$ cat src/rtl/ni_request_flit_sequencer.sv
// Request-path flit sequencer for the NI target side.
// Walks the header shifter through its chunks, then streams payload beats,
// and emits typed flits onto the NoC link under credit-based flow control.
// Ports:
//   clock, reset          rising-edge clock, async active-low reset
//   pkt_valid/ready       packet accept handshake, pkt_payload_len = payload flits
//   busy                  packet in flight (header input must stay stable)
//   flit_counter          header-chunk index to the shifter (registered)
//   is_payload            payload phase select to the shifter (registered)
//   header_chunk          chunk returned by the shifter for flit_counter
//   payload_data/valid/ready  payload beat handshake (ready is combinational)
//   flit_out/flit_valid   registered {ftype, data} flit and its strobe
//   credit_in             one downstream buffer slot freed
module ni_request_flit_sequencer #(
  parameter int unsigned FLIT_WIDTH      = 32,
  parameter int unsigned FTYPEWD         = 2,
  parameter int unsigned REQ_HEADERFLITS = 3,
  parameter int unsigned MAX_PAYLOAD     = 8,
  parameter int unsigned COUNTERFLITWD   = 4,
  parameter int unsigned BUFFER_DEPTH    = 4,
  localparam int unsigned BASE_WIDTH     = FLIT_WIDTH - FTYPEWD
) (
  input  logic                     clock,
  input  logic                     reset,
  input  logic                     pkt_valid,
  input  logic [COUNTERFLITWD-1:0] pkt_payload_len,
  output logic                     pkt_ready,
  output logic                     busy,
  output logic [COUNTERFLITWD-1:0] flit_counter,
  output logic                     is_payload,
  input  logic [BASE_WIDTH-1:0]    header_chunk,
  input  logic [BASE_WIDTH-1:0]    payload_data,
  input  logic                     payload_valid,
  output logic                     payload_ready,
  output logic [FLIT_WIDTH-1:0]    flit_out,
  output logic                     flit_valid,
  input  logic                     credit_in
);

  localparam int unsigned CREDITWD = $clog2(BUFFER_DEPTH + 1);

  localparam logic [FTYPEWD-1:0]       FT_BODY    = FTYPEWD'(0);
  localparam logic [FTYPEWD-1:0]       FT_HEAD    = FTYPEWD'(1);
  localparam logic [FTYPEWD-1:0]       FT_TAIL    = FTYPEWD'(2);
  localparam logic [COUNTERFLITWD-1:0] LAST_HDR   = COUNTERFLITWD'(REQ_HEADERFLITS - 1);
  localparam logic [COUNTERFLITWD-1:0] MAX_LEN    = COUNTERFLITWD'(MAX_PAYLOAD);
  localparam logic [CREDITWD-1:0]      CREDIT_MAX = CREDITWD'(BUFFER_DEPTH);

  typedef enum logic [1:0] {
    ST_IDLE,
    ST_HEADER,
    ST_PAYLOAD
  } state_t;

  state_t                   state_q, state_d;
  logic [COUNTERFLITWD-1:0] len_q, len_d;
  logic [COUNTERFLITWD-1:0] pay_cnt_q, pay_cnt_d;
  logic [COUNTERFLITWD-1:0] flit_cnt_q, flit_cnt_d;
  logic                     is_payload_q, is_payload_d;
  logic [FLIT_WIDTH-1:0]    flit_q, flit_d;
  logic                     flit_valid_q, flit_valid_d;
  logic [CREDITWD-1:0]      credits_q, credits_d;
  logic [FTYPEWD-1:0]       ftype;
  logic                     send;
  logic                     has_credit;

  assign has_credit    = (credits_q != '0);
  assign pkt_ready     = (state_q == ST_IDLE);
  assign busy          = (state_q != ST_IDLE);
  assign payload_ready = (state_q == ST_PAYLOAD) && has_credit;
  assign flit_counter  = flit_cnt_q;
  assign is_payload    = is_payload_q;
  assign flit_out      = flit_q;
  assign flit_valid    = flit_valid_q;

  // State and datapath registers
  always_ff @(posedge clock or negedge reset) begin
    if (!reset) begin
      state_q      <= ST_IDLE;
      len_q        <= '0;
      pay_cnt_q    <= '0;
      flit_cnt_q   <= '0;
      is_payload_q <= 1'b0;
      flit_q       <= '0;
      flit_valid_q <= 1'b0;
      credits_q    <= CREDIT_MAX;
    end else begin
      state_q      <= state_d;
      len_q        <= len_d;
      pay_cnt_q    <= pay_cnt_d;
      flit_cnt_q   <= flit_cnt_d;
      is_payload_q <= is_payload_d;
      flit_q       <= flit_d;
      flit_valid_q <= flit_valid_d;
      credits_q    <= credits_d;
    end
  end

  // Next-state and flit generation
  always_comb begin
    state_d      = state_q;
    len_d        = len_q;
    pay_cnt_d    = pay_cnt_q;
    flit_cnt_d   = flit_cnt_q;
    is_payload_d = is_payload_q;
    flit_d       = flit_q;
    flit_valid_d = 1'b0;
    ftype        = FT_BODY;
    send         = 1'b0;

    unique case (state_q)
      ST_IDLE: begin
        if (pkt_valid) begin
          len_d        = (pkt_payload_len > MAX_LEN) ? MAX_LEN : pkt_payload_len;
          pay_cnt_d    = '0;
          flit_cnt_d   = '0;
          is_payload_d = 1'b0;
          state_d      = ST_HEADER;
        end
      end

      ST_HEADER: begin
        if (has_credit) begin
          send         = 1'b1;
          flit_valid_d = 1'b1;
          ftype        = (flit_cnt_q == '0) ? FT_HEAD : FT_BODY;
          if (flit_cnt_q == LAST_HDR) begin
            // Counter holds on the last chunk; a read ends here
            if (len_q == '0) begin
              ftype   = FT_TAIL;
              state_d = ST_IDLE;
            end else begin
              is_payload_d = 1'b1;
              state_d      = ST_PAYLOAD;
            end
          end else begin
            flit_cnt_d = flit_cnt_q + COUNTERFLITWD'(1);
          end
          flit_d = {ftype, header_chunk};
        end
      end

      ST_PAYLOAD: begin
        if (payload_valid && has_credit) begin
          send         = 1'b1;
          flit_valid_d = 1'b1;
          pay_cnt_d    = pay_cnt_q + COUNTERFLITWD'(1);
          if (pay_cnt_q == len_q - COUNTERFLITWD'(1)) begin
            ftype        = FT_TAIL;
            is_payload_d = 1'b0;
            state_d      = ST_IDLE;
          end
          flit_d = {ftype, payload_data};
        end
      end

      default: state_d = ST_IDLE;
    endcase
  end

  // Credit counter: send and return in one cycle cancel, saturates at depth
  always_comb begin
    credits_d = credits_q;
    if (send && !credit_in) begin
      credits_d = credits_q - CREDITWD'(1);
    end else if (!send && credit_in && (credits_q != CREDIT_MAX)) begin
      credits_d = credits_q + CREDITWD'(1);
    end
  end

endmodule

$ cat config.mk
export PLATFORM = sky130hd
export DESIGN_NAME = ni_request_flit_sequencer
export DESIGN_NICKNAME = d
export VERILOG_FILES = /design/src/rtl/ni_request_flit_sequencer.sv
export SDC_FILE = /design/constraint.sdc
export NUM_CORES = 1
export LEC_CHECK = 0
export BUFFER_PORTS_ARGS = -buffer_cell sky130_fd_sc_hd__buf_2
export CORE_ASPECT_RATIO = 0.6
export CORE_MARGIN = 8
export CORE_UTILIZATION = 25
export DETAILED_ROUTE_END_ITERATION = 8
export GPL_TIMING_DRIVEN = 0
export PLACE_DENSITY_LB_ADDON = 0.2
export SETUP_SLACK_MARGIN = 0.3
export SYNTH_ARGS = -nofsm -noshare
export SYNTH_HDL_FRONTEND = slang
export SYNTH_SLANG_ARGS = --single-unit
$ cat constraint.sdc
create_clock -name clock -period 2.75 [get_ports clock]
set_input_delay 0.55 -clock clock [delete_from_list [all_inputs] [get_ports clock]]
set_output_delay 0.55 -clock clock [all_outputs]
set_load 0.03 [all_outputs]
==> results of run 1 <==
## Yosys cell counts (all sizes together), types with 4 or more instances
cell type | count | area, um2
nor2 | 43 | 163.9
mux2 | 4 | 45.04
nor3 | 4 | 20.02
buf | 9 | 50.04
o211ai | 5 | 37.54
nand3 | 5 | 25.02
a21oi | 35 | 186.4
nand2 | 10 | 37.54
nand4 | 5 | 31.28
a22o | 4 | 35.03
inv | 11 | 41.29
dfrtp | 50 | 1251
clkbuf | 7 | 27.52
xnor2 | 5 | 43.79
o21ai | 12 | 60.06
nand2b | 5 | 31.28
mux2i | 35 | 350.3
ha | 9 | 112.6
## critical path, stage by stage, from the launching register on
cell      delay [ps]
dfrtp_1          390
inv_1             80
ha_1             160
buf_6            150
clkbuf_2         280
and2_2           200
buf_2            200
## worst min path at each step
stage | to | cells past startpoint
after floorplan | credits_q[0]$_DFFE_PN0P_ | 0
after global placement | flit_out[30]$_DFFE_PN0P_ | 1
after detailed placement | flit_out[30]$_DFFE_PN0P_ | 1
after CTS | len_q[2]$_DFFE_PN0P_ | 3
after global routing | state_q[1]$_DFFE_PN0P_ | 1
final | state_q[1]$_DFFE_PN0P_ | 1
## registers in the layout, summed over array words and instances, names as in the netlist
name / flops
pay_cnt_q: 4
flit_valid: 1
state_q: 2
is_payload: 1
flit_out: 32
credits_q: 3
len_q: 4
flit_counter: 4
## kinds of logic (layout without fill, tap and decap cells)
kind of cell | count (synthesis) | count (layout) | synth area share [%]
AND/OR/NAND/NOR | 90 | 90 | 15.90
AO/OA/AOI/OAI | 69 | 69 | 15.25
flip-flops | 51 | 51 | 44.10
multiplexers | 39 | 39 | 13.65
buffers and inverters | 27 | 145 | 4.103
adder cells (fa/ha/maj) | 10 | 10 | 4.579
XOR/XNOR | 8 | 8 | 2.419
## metal layers
layer | GRT usage [%] | vias to the layer above | wire length, um
met5 | 0 | - | 0
met3 | 3.377 | 4 | 578
met4 | 2.697 | 0 | 76
met2 | 15.49 | 86 | 3530
li1 | - | 1276 | -
met1 | 16.27 | 1209 | 4579
## power by group through the flow
stage                     Sequential [mW]  Combinational (mW)  Clock [mW]
after floorplan                      1.84                1.48           0
after global placement               1.34                2.77           0
after detailed placement             1.36                2.79           0
after CTS                            1.35                2.82       0.711
after global routing                 1.40                3.12       0.739
final                                1.35                2.85       0.685
## per-stage QoR
stage	cell area [um2]	utilization (%)
2_1_floorplan	2897	-
3_3_place_gp	3642	32.24
3_5_place_dp	3642	32.24
4_1_cts	3815	33.77
5_1_grt	3856	34.13
6_report	3856	34.13
## final cells by class
type / count / area share, %
Sequential cell: 51 / 33.13
Inverter: 11 / 1.071
Buffer: 16 / 2.271
Multi-Input combinational cell: 216 / 39.78
Clock inverter: 1 / 0.1947
Timing Repair Buffer: 110 / 14.41
Clock buffer: 7 / 3.958
Tap cell: 160 / 5.191
## cells in the final DEF (no fill, tap or decap), drive strengths merged, types with 2 or more instances in the layout
cell type and n:
nor3b 3, clkbuf 15, o31ai 2, ha 9
a211oi 2, o211ai 5, nor4 2, nor2 43
a21o 2, nor3 4, mux2 4, nand3b 2
nand4 5, inv 11, a21oi 35, o21ai 12
dfrtp 50, buf 118, a31oi 2, xnor2 5
nand2b 5, and4 2, a22o 4, xor2 3
nand2 10, mux2i 35, or3 3, nand3 5
## what timing repair did
item	in CTS	in global routing
gates resized for setup	5	7
endpoints found under the setup margin	3	2
pin swaps	0	2
hold buffers	0	0
setup buffers	0	1
==> impl_metrics.toml, run 1 <==
[cells_and_area]
multi_input_area_mm2 = 0.001534
layout-drive-gt1-share_pct = 35.92
syn2layout_area_growth_pct = 33.13
seqCellArea_mm2 = 0.001277
final_cells = 572
fin_nets = 490
fill_cells = 1158
antenna_cells = 0

[route]
routed_wl_mm = 8.765
viasPerCell = 4.502
drc = 0
avgRoutedWirePerCell_um = 15.32
drt_iter0_markers = 138
drt_pass1_iterations = 4
vias = 2575
postRouteAntennaNets = 0

[critical_path]
start_kind = "flop"
regToRegSetupSlack_ps = 490
timing.rr.end = "credits_q[1]$_DFFE_PN0P_"
setup.worst_path.start = "state_q[0]$_DFFE_PN0P_"
critPathMaxFanout = 10
r2r_start = "state_q[1]$_DFFE_PN0P_"
crit_required_ps = 2200
critPathKind = "flop to output pin"
worst-endpoint-arrival_ps = 1760
reg2reg_depth = 10
critPathCaptureType = "output pin"
cp-endpoint = "payload_ready"

[clocking]
clk_path_buf_depth = 2
htree_levels = 2
path_clk_slew_ps = 70
clock_sinks = 51
root_buffer = "clkbuf_16"
cts_tree = "done"
numCtsBuffers = 5
clk_latency_ps = 290

[floorplan]
io_pins = 110
die_h_um = 99.38
core_area_mm2 = 0.01130
die_area_mm2 = 0.01540
dieWidth_um = 155.0
fp-row-count = 30
start_util_pct = 25.64

[placement]
dp_hpwl_mm = 6.707
pre_cts_ws_ps = 147.3
dp_cells = 563
portBuffers = 109
routabilityCongestion = 0.7949

[timing]
slew_violations = 0
rsz0062_at_grt = "no"
tns_ps = 0
finalHoldViolCount = 0
fin_ws_ps = 435.2
relSlewSlack_pct = 49.33
setup_viol = 0
min_period_ps = 2315
max_freq_ghz = 0.4320
fin_crit_sh_pct = 84.17
tightest_slew_ps = 760.1
hold_slack_ps = 292.7
clock_skew_ps = 3.912

[yosys]
ys.flop_type = "dfrtp_1"
ys_async_sr_fraction_pct = 100.0
avgSynthCellArea_um2 = 9.852
synth_cell_types = 50
syn_inst = 294
yosys_warnings = 0
syn_nets = 373
yosysSeqAreaShare_pct = 44.10
synth_edf_count = 0
synth_seq_cells = 51
synthesis.area_mm2 = 0.002897

[power_and_ir_drop]
netSwitchingPower_mw = 2.398
finalPower_mw = 4.880
comb_power_share_pct = 58.4
seqPwrFrac_pct = 27.6
power_density_mw_per_mm2 = 1265
vdd_drop_max_mv = 0.3837
power.internal_mw = 2.481
switching_share_pct = 49.15
p_leak_nw = 1.727
clock_power_share_pct = 14.0

[grt]
grt_pass1_vias = 2567
overflow = 0
grt_usage_pct = 11.16
grt_max_degree = 52
antenna_found_initial = 0
grt_pass1_wl_mm = 13.85

[outcome]
status = "finished, final reports clean"

[hold_path]
min-delay-path-class = "primary input to async pin"

[flow_run]
drv_cap = 0
Power figures use the tool's default switching activity.
==> inputs of run 2 (changes only) <==
- ABC_AREA: unset -> 1
- clock period: 2.75 -> 2.41 ns (I/O delays scaled with it)
==> impl_metrics.toml, run 2 <==
[grt]
antenna_found_initial = 0
grt_pass1_wl_mm = 13.99
overflow = 0
grt_usage_pct = 11.64
grt_pass1_vias = 2747
grt_max_degree = 52

[placement]
routabilityCongestion = 0.7545
dp_hpwl_mm = 6.486
portBuffers = 109

[floorplan]
die_area_mm2 = 0.01462
core_area_mm2 = 0.01060
fp-row-count = 29
io_pins = 110
dieWidth_um = 150.9
start_util_pct = 25.74
die_h_um = 96.91

[yosys]
synthesis.area_mm2 = 0.002728
yosysTopAreaCell = "dfrtp_1"
yosysSeqAreaShare_pct = 46.83
synth_cell_types = 23
ys.flop_type = "dfrtp_1"
synth_common_cells = "nand2_1 (85), nor2_1 (78), dfrtp_1 (50), o31ai_1 (31), inv_1 (27)"
yosysTopAreaCellShare_pct = 45.87
synth_most_common_cell = "nand2_1"
syn_inst = 341
synth_edf_count = 0
avgSynthCellArea_um2 = 7.999
syn_nets = 420
ys_async_sr_fraction_pct = 100.0
synth_area_leaders = "dfrtp_1 (46%), nand2_1 (12%), nor2_1 (11%)"
synth_seq_cells = 51
yosys_warnings = 0

[power_and_ir_drop]
p_leak_nw = 1.986
power.internal_mw = 2.760
comb_power_share_pct = 59.1
switching_share_pct = 48.63
power_density_mw_per_mm2 = 1439
seqPwrFrac_pct = 27.6
vdd_drop_max_mv = 0.4738
clock_power_share_pct = 13.3
netSwitchingPower_mw = 2.613
finalPower_mw = 5.373

[route]
postRouteAntennaNets = 0
routed_wl_mm = 8.589
drc = 0
vias = 2652
drt_pass1_iterations = 7
drt_iter0_markers = 142
viasPerCell = 4.383
avgRoutedWirePerCell_um = 14.20

[clocking]
cts.hold.buffers_added = 0
cts_tree = "done"
clk_latency_ps = 290
numCtsBuffers = 5
clock_sinks = 51
path_clk_slew_ps = 70
root_buffer = "clkbuf_16"
htree_levels = 2
clk_path_buf_depth = 2

[outcome]
status = "finished, final reports clean"

[cells_and_area]
fin_nets = 545
final_common_cell = "buf_2"
antenna_cells = 0
final_cell_mix = "buf_2 (113), nand2_1 (84), nor2_1 (77)"
fill_cells = 1137
syn2layout_area_growth_pct = 36.93
layout-drive-gt1-share_pct = 33.48
largest_reg_flops = 32

[timing]
finalHoldViolCount = 0
tightest_slew_ps = 1207
max_freq_ghz = 0.4970
relSlewSlack_pct = 19.53
rsz0062_at_grt = "yes"
min_period_ps = 2012
slew_violations = 0
fin_crit_sh_pct = 83.49
clock_skew_ps = 5.637
tns_ps = 0
setup_viol = 0

[hold_path]
min-delay-path-class = "primary input to flop"

[critical_path]
critPathKind = "flop to flop"
start_kind = "flop"
critPathCaptureType = "flop"
crit_required_ps = 2620
worst-endpoint-arrival_ps = 2220
critPathMaxFanout = 6

[flow_run]
drv_cap = 0
==> run 2: timing repair <==
item,4_1_cts,5_1_grt
buffers inserted,3,6
resized for setup,12,10
endpoints found under the setup margin,2,5
pin swaps,0,5
endpoints found under the hold margin,0,0
==> run 2: path summary, 6_finish.rpt <==
path / endpoint / start / depth (start not counted) / slack, ps
min: len_q[0]$_DFFE_PN0P_ / pkt_payload_len[0] / 3 / 410
max reg2reg: credits_q[2]$_DFFE_PN1P_ / state_q[1]$_DFFE_PN0P_ / 11 / 400
min reg2reg: is_payload$_DFFE_PN0P_ / is_payload$_DFFE_PN0P_ / 2 / 470
min in group asynchronous: flit_valid$_DFF_PN0_ / reset / 1 / 450
max: credits_q[2]$_DFFE_PN1P_ / state_q[1]$_DFFE_PN0P_ / 11 / 400
max in group asynchronous: flit_out[11]$_DFFE_PN0P_ / reset / 1 / 1230
==> run 2: cell type report <==
type | count | area, um2 | share of cell area [%]
buffer | 13 | 111.4 | 2.982
clock buffer | 6 | 138.9 | 3.719
clock inverter | 1 | 5.005 | 0.1340
inverter | 28 | 108.9 | 2.915
multi-input combinational | 249 | 1296 | 34.71
sequential | 51 | 1277 | 34.20
tap | 139 | 173.9 | 4.657
timing repair buffer | 118 | 623.1 | 16.68
==> run 2: kinds of logic after synthesis <==
| logic type | after synthesis | synth area share (%) |
|---|---|---|
| AOI/OAI and AO/OA | 48 | 12.34 |
| adders and majority gates | 10 | 4.862 |
| buffers and inverters | 41 | 7.202 |
| DFF | 51 | 46.84 |
| xor gates and xnor gates | 4 | 1.284 |
| and+or+nand+nor | 187 | 27.48 |
==> run 2: layer usage <==
layer | GRT usage, % | part of all wire, % | vias to the layer above
li1 | - | - | 1349
met1 | 16.76 | 50 | 1227
met2 | 16.88 | 42 | 76
met3 | 4.093 | 8.6 | 0
met4 | 0.9084 | 0 | 0
met5 | 0 | 0 | -
==> run 2: critical path, stage by stage, from the launching register on <==
cell and delay (ps):
dfrtp_1 430, inv_2 100, ha_4 180, inv_2 80
nand2_1 80, nand3_2 90, or2_4 280, fa_2 370
inv_2 60, nand2_2 40, nand2_1 70, xor2_1 150
==> run 2: power groups by stage <==
stage          registers (mW)  logic (mW)  clock network, mW
5_1_grt                  1.53        3.57              0.777
4_1_cts                  1.48        3.14              0.747
2_1_floorplan            2.04        1.58                  0
3_3_place_gp             1.49        3.01                  0
3_5_place_dp             1.49        3.04                  0
6_report                 1.48        3.18              0.716
==> run 2: through the flow <==
stage / setup WS (ps) / instance area, um2 / utilization [%] / instances / hold slack (ps)
after global placement: 147.4 / 3447 / 32.53 / 589 / 463.1
after global routing: 258.9 / 3735 / 35.25 / 605 / 416.3
after detailed placement: 154.9 / 3447 / 32.53 / 589 / 466.0
final: 397.9 / 3735 / 35.25 / 605 / 407.1
after CTS: 272.4 / 3661 / 34.55 / 599 / 400.9
after floorplan: 343.3 / 2728 / - / 341 / 186.4
